## src/rtl/dcache_pkg.sv

```systemverilog
// Shared types and constants for the data-cache tag path.
// The tag entry layout is {valid, dirty, tag}, and addresses split into tag/index/offset.
package dcache_pkg;

  localparam int TAG_W   = 23;
  localparam int IDX_W   = 4;
  localparam int OFF_W   = 5;
  localparam int ENTRY_W = TAG_W + 2;

  typedef struct packed {
    logic             valid;
    logic             dirty;
    logic [TAG_W-1:0] tag;
  } tag_entry_t;

  typedef enum logic {
    INIT = 1'b0,
    RUN  = 1'b1
  } state_t;

  function automatic logic [TAG_W-1:0] addr_tag(input logic [31:0] addr);
    return addr[31:OFF_W+IDX_W];
  endfunction

  function automatic logic [IDX_W-1:0] addr_idx(input logic [31:0] addr);
    return addr[OFF_W+IDX_W-1:OFF_W];
  endfunction

endpackage

```

## src/rtl/dcache_tag_ctrl.sv

```systemverilog
// Tag SRAM sequencer: clears every entry after reset, then gives the single macro port
// to updates (priority) or lookups, returning hit/dirty/victim tag one cycle after accept.
module dcache_tag_ctrl
  import dcache_pkg::*;
(
  input  logic               clk,
  input  logic               rst,
  input  logic               lookup_req,
  input  logic [31:0]        lookup_addr,
  output logic               lookup_ready,
  input  logic               update_req,
  input  logic [IDX_W-1:0]   update_idx,
  input  logic [TAG_W-1:0]   update_tag,
  input  logic               update_valid,
  input  logic               update_dirty,
  output logic               update_ready,
  output logic               resp_valid,
  output logic               resp_hit,
  output logic               resp_dirty,
  output logic [TAG_W-1:0]   resp_tag,
  output logic               init_done,
  output logic               tag_csb0,
  output logic               tag_web0,
  output logic [IDX_W-1:0]   tag_addr0,
  output logic [ENTRY_W-1:0] tag_din0,
  input  logic [ENTRY_W-1:0] tag_dout0
);

  state_t           state, state_next;
  logic [IDX_W-1:0] sweep_cnt;
  logic             resp_pend;
  logic [TAG_W-1:0] lookup_tag_q;
  logic             lookup_go, update_go;
  tag_entry_t       wr_entry, rd_entry;
  logic             unused_offset;

  assign unused_offset = ^lookup_addr[OFF_W-1:0];

  always_ff @(posedge clk) begin
    if (rst) begin
      state        <= INIT;
      sweep_cnt    <= '0;
      resp_pend    <= 1'b0;
      lookup_tag_q <= '0;
    end else begin
      state     <= state_next;
      resp_pend <= lookup_go;
      if (state == INIT) begin
        sweep_cnt <= sweep_cnt + 1'b1;
      end
      if (lookup_go) begin
        lookup_tag_q <= addr_tag(lookup_addr);
      end
    end
  end

  // While rst is high the index-0 clear write is already driven, so the macro's
  // input registers hold defined values from the first reset edge onward.
  always_comb begin
    state_next = state;
    update_go  = 1'b0;
    lookup_go  = 1'b0;
    tag_csb0   = 1'b1;
    tag_web0   = 1'b1;
    tag_addr0  = '0;
    wr_entry   = '0;
    if (rst) begin
      tag_csb0 = 1'b0;
      tag_web0 = 1'b0;
    end else if (state == INIT) begin
      tag_csb0  = 1'b0;
      tag_web0  = 1'b0;
      tag_addr0 = sweep_cnt;
      if (sweep_cnt == '1) begin
        state_next = RUN;
      end
    end else if (update_req) begin
      update_go      = 1'b1;
      tag_csb0       = 1'b0;
      tag_web0       = 1'b0;
      tag_addr0      = update_idx;
      wr_entry.valid = update_valid;
      wr_entry.dirty = update_dirty;
      wr_entry.tag   = update_tag;
    end else if (lookup_req) begin
      lookup_go = 1'b1;
      tag_csb0  = 1'b0;
      tag_web0  = 1'b1;
      tag_addr0 = addr_idx(lookup_addr);
    end
  end

  assign tag_din0     = wr_entry;
  assign lookup_ready = lookup_go;
  assign update_ready = update_go;
  assign init_done    = (state == RUN);

  // Read data is combinational from the macro, so the response is formed in the cycle after accept.
  assign rd_entry   = tag_dout0;
  assign resp_valid = resp_pend & ~rst;
  assign resp_hit   = resp_valid & rd_entry.valid & (rd_entry.tag == lookup_tag_q);
  assign resp_dirty = resp_valid & rd_entry.dirty;
  assign resp_tag   = resp_valid ? rd_entry.tag : '0;

endmodule

```

## config.mk

```make
export PLATFORM = sky130hd
export DESIGN_NAME = dcache_tag_ctrl
export DESIGN_NICKNAME = d
export VERILOG_FILES = /design/src/rtl/dcache_pkg.sv /design/src/rtl/dcache_tag_ctrl.sv
export SDC_FILE = /design/constraint.sdc
export NUM_CORES = 1
export LEC_CHECK = 0
export CAP_MARGIN = 10
export CORE_ASPECT_RATIO = 1.2
export CORE_MARGIN = 2
export CORE_UTILIZATION = 23
export CTS_CLUSTER_SIZE = 24
export DETAILED_ROUTE_END_ITERATION = 8
export GPL_ROUTABILITY_DRIVEN = 0
export HOLD_SLACK_MARGIN = 0.12
export PLACE_DENSITY = 0.64
export SKIP_CTS_REPAIR_TIMING = 1
export SLEW_MARGIN = 20
export SYNTH_ARGS = -nofsm -noshare
export SYNTH_HDL_FRONTEND = slang
export SYNTH_SLANG_ARGS = --single-unit
```

## constraint.sdc

```tcl
create_clock -name clk -period 4.53 [get_ports clk]
set_input_delay 0.453 -clock clk [delete_from_list [all_inputs] [get_ports clk]]
set_output_delay 0.453 -clock clk [all_outputs]
set_load 0.01 [all_outputs]
```

==> results of run 1 <==
==> flip-flops by register name, indices dropped and copies added, names as in the netlist <==
register / cells
init_done: 1
lookup_tag_q: 23
resp_pend: 1
sweep_cnt: 4
==> power by group through the flow <==
stage	logic (W)	registers, W	clock network (W)
floorplan	0.0000208	0.000265	0
global placement	0.000106	0.000266	0
detailed placement	0.000106	0.000266	0
CTS	0.000107	0.000260	0.000286
global route	0.000114	0.000260	0.000301
finish	0.000106	0.000260	0.000274
==> per-stage QoR <==
stage	total power, W	cells
after floorplan	0.000286	225
after global placement	0.000371	449
after detailed placement	0.000372	449
after CTS	0.000653	457
after global routing	0.000675	457
final	0.000640	457
==> critical path, cell delays in order <==
cell and delay (ns):
clkdlybuf4s50_1 0.66, and3b_1 0.79, a222oi_1 0.20, inv_1 0.10
clkdlybuf4s50_1 0.53
==> worst max path at each step <==
stage,startpoint,endpoint,slack [ns],cells after the start
final,rst,tag_addr0[1],1.34,5
after global routing,rst,resp_hit,1.12,7
after CTS,rst,tag_addr0[1],1.27,5
after detailed placement,rst,tag_addr0[0],1.29,5
after global placement,rst,tag_addr0[1],1.28,5
after floorplan,init_done,tag_addr0[0],2.64,7
==> routing by layer <==
metal  share of wire [%]  track usage, %  wire length (um)  up-vias
met5                   0               0                 0        -
met4                 1.5            4.34                85        0
met3                  12            5.67               652        7
met2                  47            21.7              2610      120
met1                  40            14.7              2210      856
li1                    -               -                 -     1001
==> cell usage after synthesis, types with 2 or more instances <==
master / n / share of area (%)
a222oi_1: 3 / 1.7
xor2_1: 20 / 9.9
nand2b_1: 23 / 8.1
nor2b_1: 3 / 1.1
and2_1: 51 / 18
clkbuf_1: 8 / 1.7
dfxtp_1: 29 / 33
inv_1: 3 / 0.63
nand2_1: 25 / 5.3
nor4_1: 4 / 1.4
o21ai_0: 20 / 5.6
buf_6: 2 / 1.3
buf_2: 4 / 1.1
xnor2_1: 6 / 3.0
o21ai_1: 4 / 1.1
nor2_1: 8 / 1.7
nand4_1: 3 / 1.1
==> final cells by class <==
cell class	count	share of cell area (%)
clock buffer	7	2.54
clock inverter	1	0.885
inverter	3	0.332
multi-input combinational	178	32.6
sequential	29	17.1
tap	92	3.39
timing repair buffer	147	43.1
==> cells by family (layout without fill, tap and decap cells) <==
kind of cell	after synthesis	in the layout
compound gates	29	29
xor+xnor	26	26
fa+ha+maj	1	1
buf+inv	18	158
flops	29	29
mux	1	1
simple gates	121	121
==> run_summary.xml, run 1 <==
<?xml version="1.0" encoding="UTF-8"?>
<metrics>
  <group name="outcome">
    <metric name="run_status" unit="">completed</metric>
  </group>
  <group name="pwr">
    <metric name="power_frac_comb" unit="%">16.5</metric>
    <metric name="power.net_switching" unit="W">0.000125</metric>
    <metric name="power.clock.fraction" unit="%">42.9</metric>
    <metric name="power-per-cell-area" unit="nW/um^2">189</metric>
    <metric name="peakVddDrop" unit="V">0.000103</metric>
    <metric name="power.static_leakage" unit="nW">1.30</metric>
    <metric name="p_seq_share" unit="%">40.6</metric>
    <metric name="switching_portion_of_total_power" unit="%">19.6</metric>
    <metric name="cellInternalPower" unit="W">0.000515</metric>
  </group>
  <group name="yosys">
    <metric name="synthCells" unit="">225</metric>
    <metric name="synth_compound_gate_area_share" unit="%">9.24</metric>
    <metric name="postSynthNetCount" unit="">316</metric>
    <metric name="ys_dominant_reg_cell" unit="">dfxtp_1</metric>
    <metric name="async_reset_ff_share" unit="%">0</metric>
    <metric name="synth-xor-area-share" unit="%">12.8</metric>
    <metric name="distinct_cell_type_count_after_synthesis" unit="">26</metric>
    <metric name="synth_seq_cells" unit="">29</metric>
    <metric name="synth_top_family_by_area" unit="">simple AND/OR/NAND/NOR gates</metric>
    <metric name="syn_area_per_cell" unit="sq um">7.89</metric>
    <metric name="synth.mux.area_fraction" unit="%">0.564</metric>
    <metric name="ys.warnings.count" unit="">0</metric>
    <metric name="area_fraction_in_and_or_nand_and_nor_cells_after_synthesis" unit="%">38.9</metric>
    <metric name="mappedNetlistArea" unit="sq um">1770</metric>
    <metric name="synth-seq-area-share" unit="%">32.7</metric>
    <metric name="number_of_enable_type_register_cells_in_the_synthesized_netlist" unit="">0</metric>
    <metric name="post_synth_fa_ha_maj_area_fraction" unit="%">0.705</metric>
  </group>
  <group name="job">
    <metric name="cap_viol_max_count" unit="">0</metric>
  </group>
  <group name="clocking">
    <metric name="tritoncts" unit="">yes</metric>
    <metric name="cts.path.max_buffers" unit="">2</metric>
    <metric name="cts_max_level" unit="">2</metric>
    <metric name="cts.clk_slew.worst_paths" unit="ns">0.06</metric>
    <metric name="clock_insertion_delay_worst_skew" unit="ns">0.27</metric>
    <metric name="cts_inserted_buffers" unit="">5</metric>
    <metric name="numClockSinks" unit="">29</metric>
    <metric name="clock_tree.root_cell" unit="">clkbuf_8</metric>
  </group>
  <group name="floorplanning">
    <metric name="design.portCount" unit="">150</metric>
    <metric name="chipHeight" unit="um">100</metric>
    <metric name="floorplan.core_area" unit="sq um">7580</metric>
    <metric name="area_of_the_die" unit="sq um">8440</metric>
    <metric name="die_width" unit="um">84.2</metric>
    <metric name="floorplan.rows" unit="">35</metric>
    <metric name="initial_core_util" unit="%">23.4</metric>
  </group>
  <group name="placed_design">
    <metric name="dp_hpwl" unit="um">4400</metric>
    <metric name="preCtsSetupSlack" unit="ns">1.29</metric>
    <metric name="portBuffers" unit="">144</metric>
    <metric name="placed_area" unit="sq um">3280</metric>
  </group>
  <group name="finish">
    <metric name="layout.cells.most_common_list" unit="">clkdlybuf4s50_1, and2_1, dfxtp_1, nand2_1, nand2b_1</metric>
    <metric name="multi_input_gate_area" unit="sq um">1110</metric>
    <metric name="nets" unit="">455</metric>
    <metric name="final_antenna_diode_count" unit="">0</metric>
    <metric name="finalInstanceArea" unit="sq um">3390</metric>
    <metric name="utilization" unit="%">44.8</metric>
    <metric name="final_common_cell" unit="">clkdlybuf4s50_1</metric>
    <metric name="area_delta_synth_final" unit="%">91.3</metric>
    <metric name="num-fill-cells" unit="">760</metric>
    <metric name="area.sequential" unit="sq um">581</metric>
    <metric name="final_layout_size_suffix_gt1_share" unit="%">3.29</metric>
  </group>
  <group name="grt">
    <metric name="grt_overflow_total" unit="">0</metric>
    <metric name="gr-usage-all-layers" unit="%">12.9</metric>
    <metric name="antenna_found_initial" unit="">0</metric>
    <metric name="vias_in_the_first_global_route" unit="">1981</metric>
    <metric name="maximum_number_of_pins_on_one_net_before_global_route_repair" unit="">48</metric>
    <metric name="grt_pass1_wl" unit="um">8840</metric>
  </group>
  <group name="sta">
    <metric name="postLayoutSetupSlackWorst" unit="ns">1.34</metric>
    <metric name="min_period_over_period" unit="%">70.4</metric>
    <metric name="fmax" unit="MHz">313</metric>
    <metric name="slew-limit-headroom" unit="%">51.9</metric>
    <metric name="finalMaxSlewViolations" unit="">0</metric>
    <metric name="totalNegativeSetupSlack" unit="ns">0</metric>
    <metric name="final.hold.worst_slack" unit="ns">0.476</metric>
    <metric name="setup_viol" unit="">0</metric>
    <metric name="timing_worst_slew_pin_value" unit="ns">0.722</metric>
    <metric name="finalCriticalPeriod" unit="ns">3.19</metric>
    <metric name="final_hold_viol_count" unit="">0</metric>
    <metric name="timing.clock.skew" unit="ns">0.00374</metric>
    <metric name="grt_setup_unrepaired" unit="">no</metric>
  </group>
  <group name="detailed_routing">
    <metric name="first_iter_violations" unit="">38</metric>
    <metric name="postRouteWirelength" unit="um">5550</metric>
    <metric name="route.antenna.remaining_nets" unit="">0</metric>
    <metric name="drt_pass1_iterations" unit="">6</metric>
    <metric name="wl_per_cell" unit="um">12.1</metric>
    <metric name="vias" unit="">1984</metric>
    <metric name="post-route-drc-count" unit="">0</metric>
    <metric name="avgViaCountPerCell" unit="">4.34</metric>
  </group>
  <group name="worst_setup_path">
    <metric name="critPathLaunchType" unit="">input port</metric>
    <metric name="timing.critical_path.to_type" unit="">output pin</metric>
    <metric name="crit-reg2reg-launch" unit="">init_done</metric>
    <metric name="setup.worst_path.class" unit="">input port to output pin</metric>
    <metric name="crit_path_max_fanout" unit="">29</metric>
    <metric name="endpoint_of_the_worst_slack_reg_to_reg_timing_path" unit="">lookup_tag_q[8]</metric>
    <metric name="ff2ff_path_depth" unit="">4</metric>
    <metric name="cp.arrival" unit="ns">2.74</metric>
    <metric name="worst-endpoint-required" unit="ns">4.08</metric>
    <metric name="reg2reg_slack" unit="ns">2.78</metric>
  </group>
  <group name="hold_path">
    <metric name="holdCritStartpoint" unit="">lookup_tag_q[20]</metric>
    <metric name="min_path_type" unit="">flop to flop</metric>
    <metric name="endpoint_of_the_worst_hold_timing_path" unit="">lookup_tag_q[20]</metric>
    <metric name="hold_path_cells" unit="">2</metric>
  </group>
</metrics>
(Power assumes the default switching activity.)
==> run 2: changes to the inputs <==
==> constraint.sdc (replaced) <==
create_clock -name clk -period 3.25 [get_ports clk]
set_input_delay 0.325 -clock clk [delete_from_list [all_inputs] [get_ports clk]]
set_output_delay 0.325 -clock clk [all_outputs]
set_load 0.01 [all_outputs]
==> run 2 against run 1 <==
- count of clock-buffer cells in the layout unchanged
- worst setup slack got worse by 0.74 ns
- utilization decreased by 0.20 points
- non-clock buffer count increased by 2
- flip-flop and latch count unchanged
- global-route usage decreased by 0.12 points
- clock power increased by 8.0%
- first-iteration DRC count decreased by 11%
- critical path type unchanged
- critical endpoint is now lookup_ready
==> run_summary.xml, run 2 (synthesis gave the netlist of run 1 again) <==
<?xml version="1.0" encoding="UTF-8"?>
<metrics>
  <group name="worst_setup_path">
    <metric name="reg2reg_slack" unit="ns">1.79</metric>
    <metric name="critPathLaunchType" unit="">input port</metric>
    <metric name="critPathMostFrequentCell" unit="">clkdlybuf4s50_1</metric>
    <metric name="timing.critical_path.to_type" unit="">output pin</metric>
    <metric name="crit_path_cell_trace" unit="">clkdlybuf4s50_1 &gt; nor3b_4 &gt; and2_2 &gt; buf_4 &gt; clkdlybuf4s50_1</metric>
    <metric name="critical_path.slowest_cell" unit="">clkdlybuf4s50_1</metric>
    <metric name="cp.arrival" unit="ns">2.33</metric>
    <metric name="worst-endpoint-required" unit="ns">2.92</metric>
    <metric name="crit_path_max_fanout" unit="">47</metric>
    <metric name="setup.worst_path.class" unit="">input port to output pin</metric>
    <metric name="critical_path.max_stage_delay" unit="ns">0.63</metric>
  </group>
  <group name="grt">
    <metric name="antenna_found_initial" unit="">0</metric>
    <metric name="grt_pass1_wl" unit="um">8710</metric>
    <metric name="gr-usage-all-layers" unit="%">12.8</metric>
    <metric name="vias_in_the_first_global_route" unit="">1891</metric>
    <metric name="grt_overflow_total" unit="">0</metric>
    <metric name="maximum_number_of_pins_on_one_net_before_global_route_repair" unit="">48</metric>
  </group>
  <group name="placed_design">
    <metric name="portBuffers" unit="">144</metric>
    <metric name="dp_hpwl" unit="um">4320</metric>
    <metric name="place_inst" unit="">451</metric>
    <metric name="preCtsSetupSlack" unit="ns">0.572</metric>
    <metric name="placed_area" unit="sq um">3290</metric>
  </group>
  <group name="sta">
    <metric name="fmax" unit="MHz">376</metric>
    <metric name="totalNegativeSetupSlack" unit="ns">0</metric>
    <metric name="timing.clock.skew" unit="ns">0.00446</metric>
    <metric name="min_period_over_period" unit="%">81.7</metric>
    <metric name="final_hold_viol_count" unit="">0</metric>
    <metric name="slew-limit-headroom" unit="%">72.5</metric>
    <metric name="setup_viol" unit="">0</metric>
    <metric name="grt_setup_unrepaired" unit="">no</metric>
    <metric name="finalCriticalPeriod" unit="ns">2.66</metric>
    <metric name="timing_worst_slew_pin_value" unit="ns">0.409</metric>
    <metric name="finalMaxSlewViolations" unit="">0</metric>
    <metric name="postLayoutSetupSlackWorst" unit="ns">0.594</metric>
  </group>
  <group name="pwr">
    <metric name="power.static_leakage" unit="nW">1.30</metric>
    <metric name="power-per-cell-area" unit="nW/um^2">238</metric>
    <metric name="peakVddDrop" unit="V">0.000151</metric>
  </group>
  <group name="finish">
    <metric name="final_common_cell" unit="">clkdlybuf4s50_1</metric>
    <metric name="finalNonFillerCells" unit="">458</metric>
    <metric name="final_antenna_diode_count" unit="">0</metric>
    <metric name="utilization" unit="%">44.6</metric>
    <metric name="area_delta_synth_final" unit="%">90.4</metric>
    <metric name="largest_register_ffs" unit="">23</metric>
    <metric name="top_register" unit="">lookup_tag_q</metric>
    <metric name="nets" unit="">457</metric>
    <metric name="largestRegisters" unit="">lookup_tag_q: 23 flops, sweep_cnt: 4 flops</metric>
    <metric name="finalInstanceArea" unit="sq um">3380</metric>
    <metric name="final_layout_size_suffix_gt1_share" unit="%">3.55</metric>
    <metric name="layout.cells.most_common_list" unit="">clkdlybuf4s50_1, and2_1, dfxtp_1, nand2_1, nand2b_1</metric>
  </group>
  <group name="clocking">
    <metric name="numClockSinks" unit="">29</metric>
    <metric name="clock_tree.root_cell" unit="">clkbuf_8</metric>
    <metric name="cts.clk_slew.worst_paths" unit="ns">0.06</metric>
    <metric name="cts.path.max_buffers" unit="">2</metric>
    <metric name="clock_insertion_delay_worst_skew" unit="ns">0.27</metric>
    <metric name="cts_max_level" unit="">2</metric>
    <metric name="tritoncts" unit="">yes</metric>
    <metric name="cts_inserted_buffers" unit="">5</metric>
  </group>
  <group name="detailed_routing">
    <metric name="drt_pass1_iterations" unit="">4</metric>
    <metric name="postRouteWirelength" unit="um">5500</metric>
    <metric name="avgViaCountPerCell" unit="">4.22</metric>
    <metric name="route.layer.met1.wl" unit="um">2290</metric>
    <metric name="routed-wl-met3" unit="um">576</metric>
    <metric name="first_iter_violations" unit="">34</metric>
    <metric name="vias" unit="">1932</metric>
    <metric name="wl_per_cell" unit="um">12.0</metric>
    <metric name="route.antenna.remaining_nets" unit="">0</metric>
    <metric name="post-route-drc-count" unit="">0</metric>
    <metric name="detailroute.wirelength.met2" unit="um">2570</metric>
    <metric name="highest-signal-layer" unit="">met4</metric>
  </group>
  <group name="floorplanning">
    <metric name="design.portCount" unit="">150</metric>
    <metric name="initial_core_util" unit="%">23.4</metric>
    <metric name="area_of_the_die" unit="sq um">8440</metric>
    <metric name="floorplan.core_area" unit="sq um">7580</metric>
    <metric name="floorplan.rows" unit="">35</metric>
    <metric name="chipHeight" unit="um">100</metric>
    <metric name="die_width" unit="um">84.2</metric>
  </group>
  <group name="job">
    <metric name="cap_viol_max_count" unit="">0</metric>
  </group>
  <group name="outcome">
    <metric name="run_status" unit="">completed</metric>
  </group>
  <group name="hold_path">
    <metric name="min_path_type" unit="">flop to flop</metric>
  </group>
</metrics>
[run 2: cell types whose count changed in the layout (fill, tap and decap cells not counted)]
cell / delta
bufinv_16: -1
buf_4: +2
[run 2: worst paths after layout]
kind | from | endpoint | cells after the start
max | rst | lookup_ready | 5
min | lookup_tag_q[15] | lookup_tag_q[15] | 2
max reg2reg | init_done | lookup_tag_q[22] | 4
min reg2reg | lookup_tag_q[15] | lookup_tag_q[15] | 2
[run 2: per-layer routing]
metal	vias up	GRT usage, %
met5	-	0
li1	1003	-
met3	5	5.59
met1	814	14.8
met2	110	21.6
met4	0	3.47
[run 2: critical path, delay by kind of cell]
kind | cells | cell delay (ns)
and+or+nand+nor | 2 | 0.47
buffers and inverters | 3 | 1.51
[run 2: power by group]
| group | switching, W | total [W] | leakage (nW) | internal (W) |
|---|---|---|---|---|
| registers | 0.00000401 | 0.000363 | 0.234 | 0.000359 |
| clock network | 0.000129 | 0.000296 | 0.0443 | 0.000168 |
| logic | 0.0000371 | 0.000146 | 1.02 | 0.000109 |
| total | 0.000170 | 0.000805 | 1.30 | 0.000635 |
[run 2: layout make-up]
class	count	area, sq um
fillers	779	4200
repair buffers	149	1480
multi-input cells	178	1110
flip-flops and latches	29	581
well taps	92	115
clock buffers	7	86.3
inverters	3	11.3
[run 2: per-stage QoR]
stage                     hold WS (ns)  total power (W)
final                            0.481         0.000805
after global routing             0.498         0.000850
after detailed placement         0.472         0.000518
after floorplan                  0.434         0.000398
after global placement           0.467         0.000517
after CTS                        0.483         0.000823
==> run 3: changes to the inputs <==
==> constraint.sdc (replaced) <==
create_clock -name clk -period 2.75 [get_ports clk]
set_input_delay 0.275 -clock clk [delete_from_list [all_inputs] [get_ports clk]]
set_output_delay 0.275 -clock clk [all_outputs]
set_load 0.01 [all_outputs]
==> run 3 against run 2 <==
- utilization up 0.56 points
- worst setup slack got worse by 0.30 ns
- wire length increased by 1.6%
- hold slack worse by 0.0016 ns
- global-route usage up 0.37 points
- non-clock buffer count did not move
- largest power group is now the clock network
==> run_summary.xml, run 3 (synthesis gave the netlist of run 1 again) <==
<?xml version="1.0" encoding="UTF-8"?>
<metrics>
  <group name="outcome">
    <metric name="run_status" unit="">completed</metric>
  </group>
  <group name="pwr">
    <metric name="peakVddDrop" unit="V">0.000164</metric>
    <metric name="power-per-cell-area" unit="nW/um^2">308</metric>
    <metric name="total_power" unit="W">0.00105</metric>
    <metric name="power.static_leakage" unit="nW">1.31</metric>
  </group>
  <group name="detailed_routing">
    <metric name="wl_per_cell" unit="um">12.2</metric>
    <metric name="route.antenna.remaining_nets" unit="">0</metric>
    <metric name="drt_pass1_iterations" unit="">4</metric>
    <metric name="first_iter_violations" unit="">62</metric>
    <metric name="vias" unit="">1962</metric>
    <metric name="avgViaCountPerCell" unit="">4.27</metric>
    <metric name="post-route-drc-count" unit="">0</metric>
    <metric name="postRouteWirelength" unit="um">5590</metric>
  </group>
  <group name="finish">
    <metric name="layout.cells.most_common_list" unit="">clkdlybuf4s50_1, and2_1, dfxtp_1, nand2_1, nand2b_1</metric>
    <metric name="final_layout_size_suffix_gt1_share" unit="%">3.81</metric>
    <metric name="final_common_cell" unit="">clkdlybuf4s50_1</metric>
    <metric name="num-fill-cells" unit="">764</metric>
    <metric name="largest_register_ffs" unit="">23</metric>
    <metric name="nets" unit="">457</metric>
    <metric name="largestRegisters" unit="">lookup_tag_q: 23 flops, sweep_cnt: 4 flops</metric>
    <metric name="final_antenna_diode_count" unit="">0</metric>
    <metric name="area_delta_synth_final" unit="%">92.8</metric>
    <metric name="top_register" unit="">lookup_tag_q</metric>
  </group>
  <group name="grt">
    <metric name="maximum_number_of_pins_on_one_net_before_global_route_repair" unit="">47</metric>
    <metric name="vias_in_the_first_global_route" unit="">2042</metric>
    <metric name="grt_pass1_wl" unit="um">8960</metric>
    <metric name="grt_overflow_total" unit="">0</metric>
    <metric name="antenna_found_initial" unit="">0</metric>
    <metric name="gr-usage-all-layers" unit="%">13.2</metric>
  </group>
  <group name="hold_path">
    <metric name="min_path_type" unit="">flop to flop</metric>
    <metric name="hold_path_cells" unit="">2</metric>
    <metric name="holdCritStartpoint" unit="">lookup_tag_q[15]</metric>
    <metric name="endpoint_of_the_worst_hold_timing_path" unit="">lookup_tag_q[15]</metric>
  </group>
  <group name="sta">
    <metric name="finalCriticalPeriod" unit="ns">2.46</metric>
    <metric name="slew-limit-headroom" unit="%">73.5</metric>
    <metric name="finalMaxSlewViolations" unit="">0</metric>
    <metric name="final_hold_viol_count" unit="">0</metric>
    <metric name="timing.clock.skew" unit="ns">0.00354</metric>
    <metric name="fmax" unit="MHz">407</metric>
    <metric name="grt_setup_unrepaired" unit="">no</metric>
    <metric name="totalNegativeSetupSlack" unit="ns">0</metric>
    <metric name="setup_viol" unit="">0</metric>
    <metric name="final.hold.worst_slack" unit="ns">0.479</metric>
    <metric name="timing_worst_slew_pin_value" unit="ns">0.398</metric>
    <metric name="min_period_over_period" unit="%">89.4</metric>
  </group>
  <group name="worst_setup_path">
    <metric name="cp.arrival" unit="ns">2.18</metric>
    <metric name="endpoint_of_the_worst_slack_reg_to_reg_timing_path" unit="">lookup_tag_q[2]</metric>
    <metric name="crit-reg2reg-launch" unit="">init_done</metric>
    <metric name="critPathMostFrequentCell" unit="">clkdlybuf4s50_1</metric>
    <metric name="worst-endpoint-required" unit="ns">2.48</metric>
    <metric name="ff2ff_path_depth" unit="">4</metric>
    <metric name="reg2reg_slack" unit="ns">0.99</metric>
    <metric name="crit_path_cell_trace" unit="">clkdlybuf4s50_1 &gt; xor2_1 &gt; nor4_1 &gt; buf_4 &gt; nand4_1 &gt; nor3_1 &gt; clkdlybuf4s50_1</metric>
    <metric name="timing.critical_path.to_type" unit="">output pin</metric>
    <metric name="crit_path_max_fanout" unit="">2</metric>
    <metric name="critical_path.max_stage_delay" unit="ns">0.57</metric>
    <metric name="critical_path.slowest_cell" unit="">clkdlybuf4s50_1</metric>
    <metric name="critPathLaunchType" unit="">input port</metric>
    <metric name="worst_setup_path_startpoint" unit="">tag_dout0[0]</metric>
    <metric name="setup.worst_path.class" unit="">input port to output pin</metric>
  </group>
  <group name="clocking">
    <metric name="numClockSinks" unit="">29</metric>
    <metric name="cts_inserted_buffers" unit="">5</metric>
    <metric name="cts.clk_slew.worst_paths" unit="ns">0.06</metric>
    <metric name="clock_insertion_delay_worst_skew" unit="ns">0.27</metric>
    <metric name="clock_tree.root_cell" unit="">clkbuf_8</metric>
    <metric name="tritoncts" unit="">yes</metric>
    <metric name="cts_max_level" unit="">2</metric>
    <metric name="cts.path.max_buffers" unit="">2</metric>
  </group>
  <group name="floorplanning">
    <metric name="chipHeight" unit="um">100</metric>
    <metric name="floorplan.core_area" unit="sq um">7580</metric>
    <metric name="design.portCount" unit="">150</metric>
    <metric name="die_width" unit="um">84.2</metric>
    <metric name="area_of_the_die" unit="sq um">8440</metric>
    <metric name="floorplan.rows" unit="">35</metric>
    <metric name="initial_core_util" unit="%">23.4</metric>
  </group>
  <group name="placed_design">
    <metric name="dp_hpwl" unit="um">4430</metric>
    <metric name="portBuffers" unit="">144</metric>
  </group>
  <group name="job">
    <metric name="cap_viol_max_count" unit="">0</metric>
  </group>
</metrics>
==> run 3: cell types whose count changed in the layout (fill, tap and decap cells not counted) <==
cell and delta:
buf_12 +1, buf_4 -1, bufinv_16 +1
==> run 3: how the worst max path moves through the flow <==
| stage | end | slack, ns | depth (start not counted) |
|---|---|---|---|
| 5_1_grt | tag_addr0[1] | 0.15 | 6 |
| 6_report | resp_hit | 0.29 | 7 |
| 3_3_place_gp | resp_hit | 0.27 | 6 |
| 2_1_floorplan | tag_addr0[0] | 1.04 | 7 |
| 4_1_cts | resp_hit | 0.27 | 7 |
| 3_5_place_dp | resp_hit | 0.27 | 7 |
==> run 3: report_power, final <==
part | internal [W] | leakage [nW] | switching (W)
clock network | 0.000295 | 0.0585 | 0.000156
logic | 0.000129 | 1.02 | 0.0000441
registers | 0.000424 | 0.234 | 0.00000454
==> run 3: worst max-delay path, delay by kind of cell <==
family / cells / cell delay (ns)
XOR/XNOR: 1 / 0.16
AND/OR/NAND/NOR: 3 / 0.58
buffers and inverters: 3 / 1.17
==> run 3: metrics by stage <==
stage	setup WS (ns)	instances	utilization, %	instance area (sq um)
finish	0.292	459	45.2	3420
global route	0.149	459	45.2	3420
CTS	0.268	459	45.2	3420
detailed placement	0.275	451	43.6	3300
global placement	0.270	451	43.6	3300
floorplan	1.04	225	-	1770
==> run 3: per-layer routing <==
layer  up-vias  GRT usage, %  wire [um]
met5         -             0          0
met4         0          3.72         63
met3         5          5.43        592
met2       114          23.6       2660
met1       840          14.2       2270
li1       1003             -          -
==> run 3: area by class of cell <==
type	instances	area (sq um)	area share [%]
clock buffers	7	86.3	2.52
clock inverters	1	30.0	0.878
inverters	3	11.3	0.329
multi-input cells	178	1110	32.3
flip-flops and latches	29	581	17.0
well taps	92	115	3.37
repair buffers	149	1490	43.6
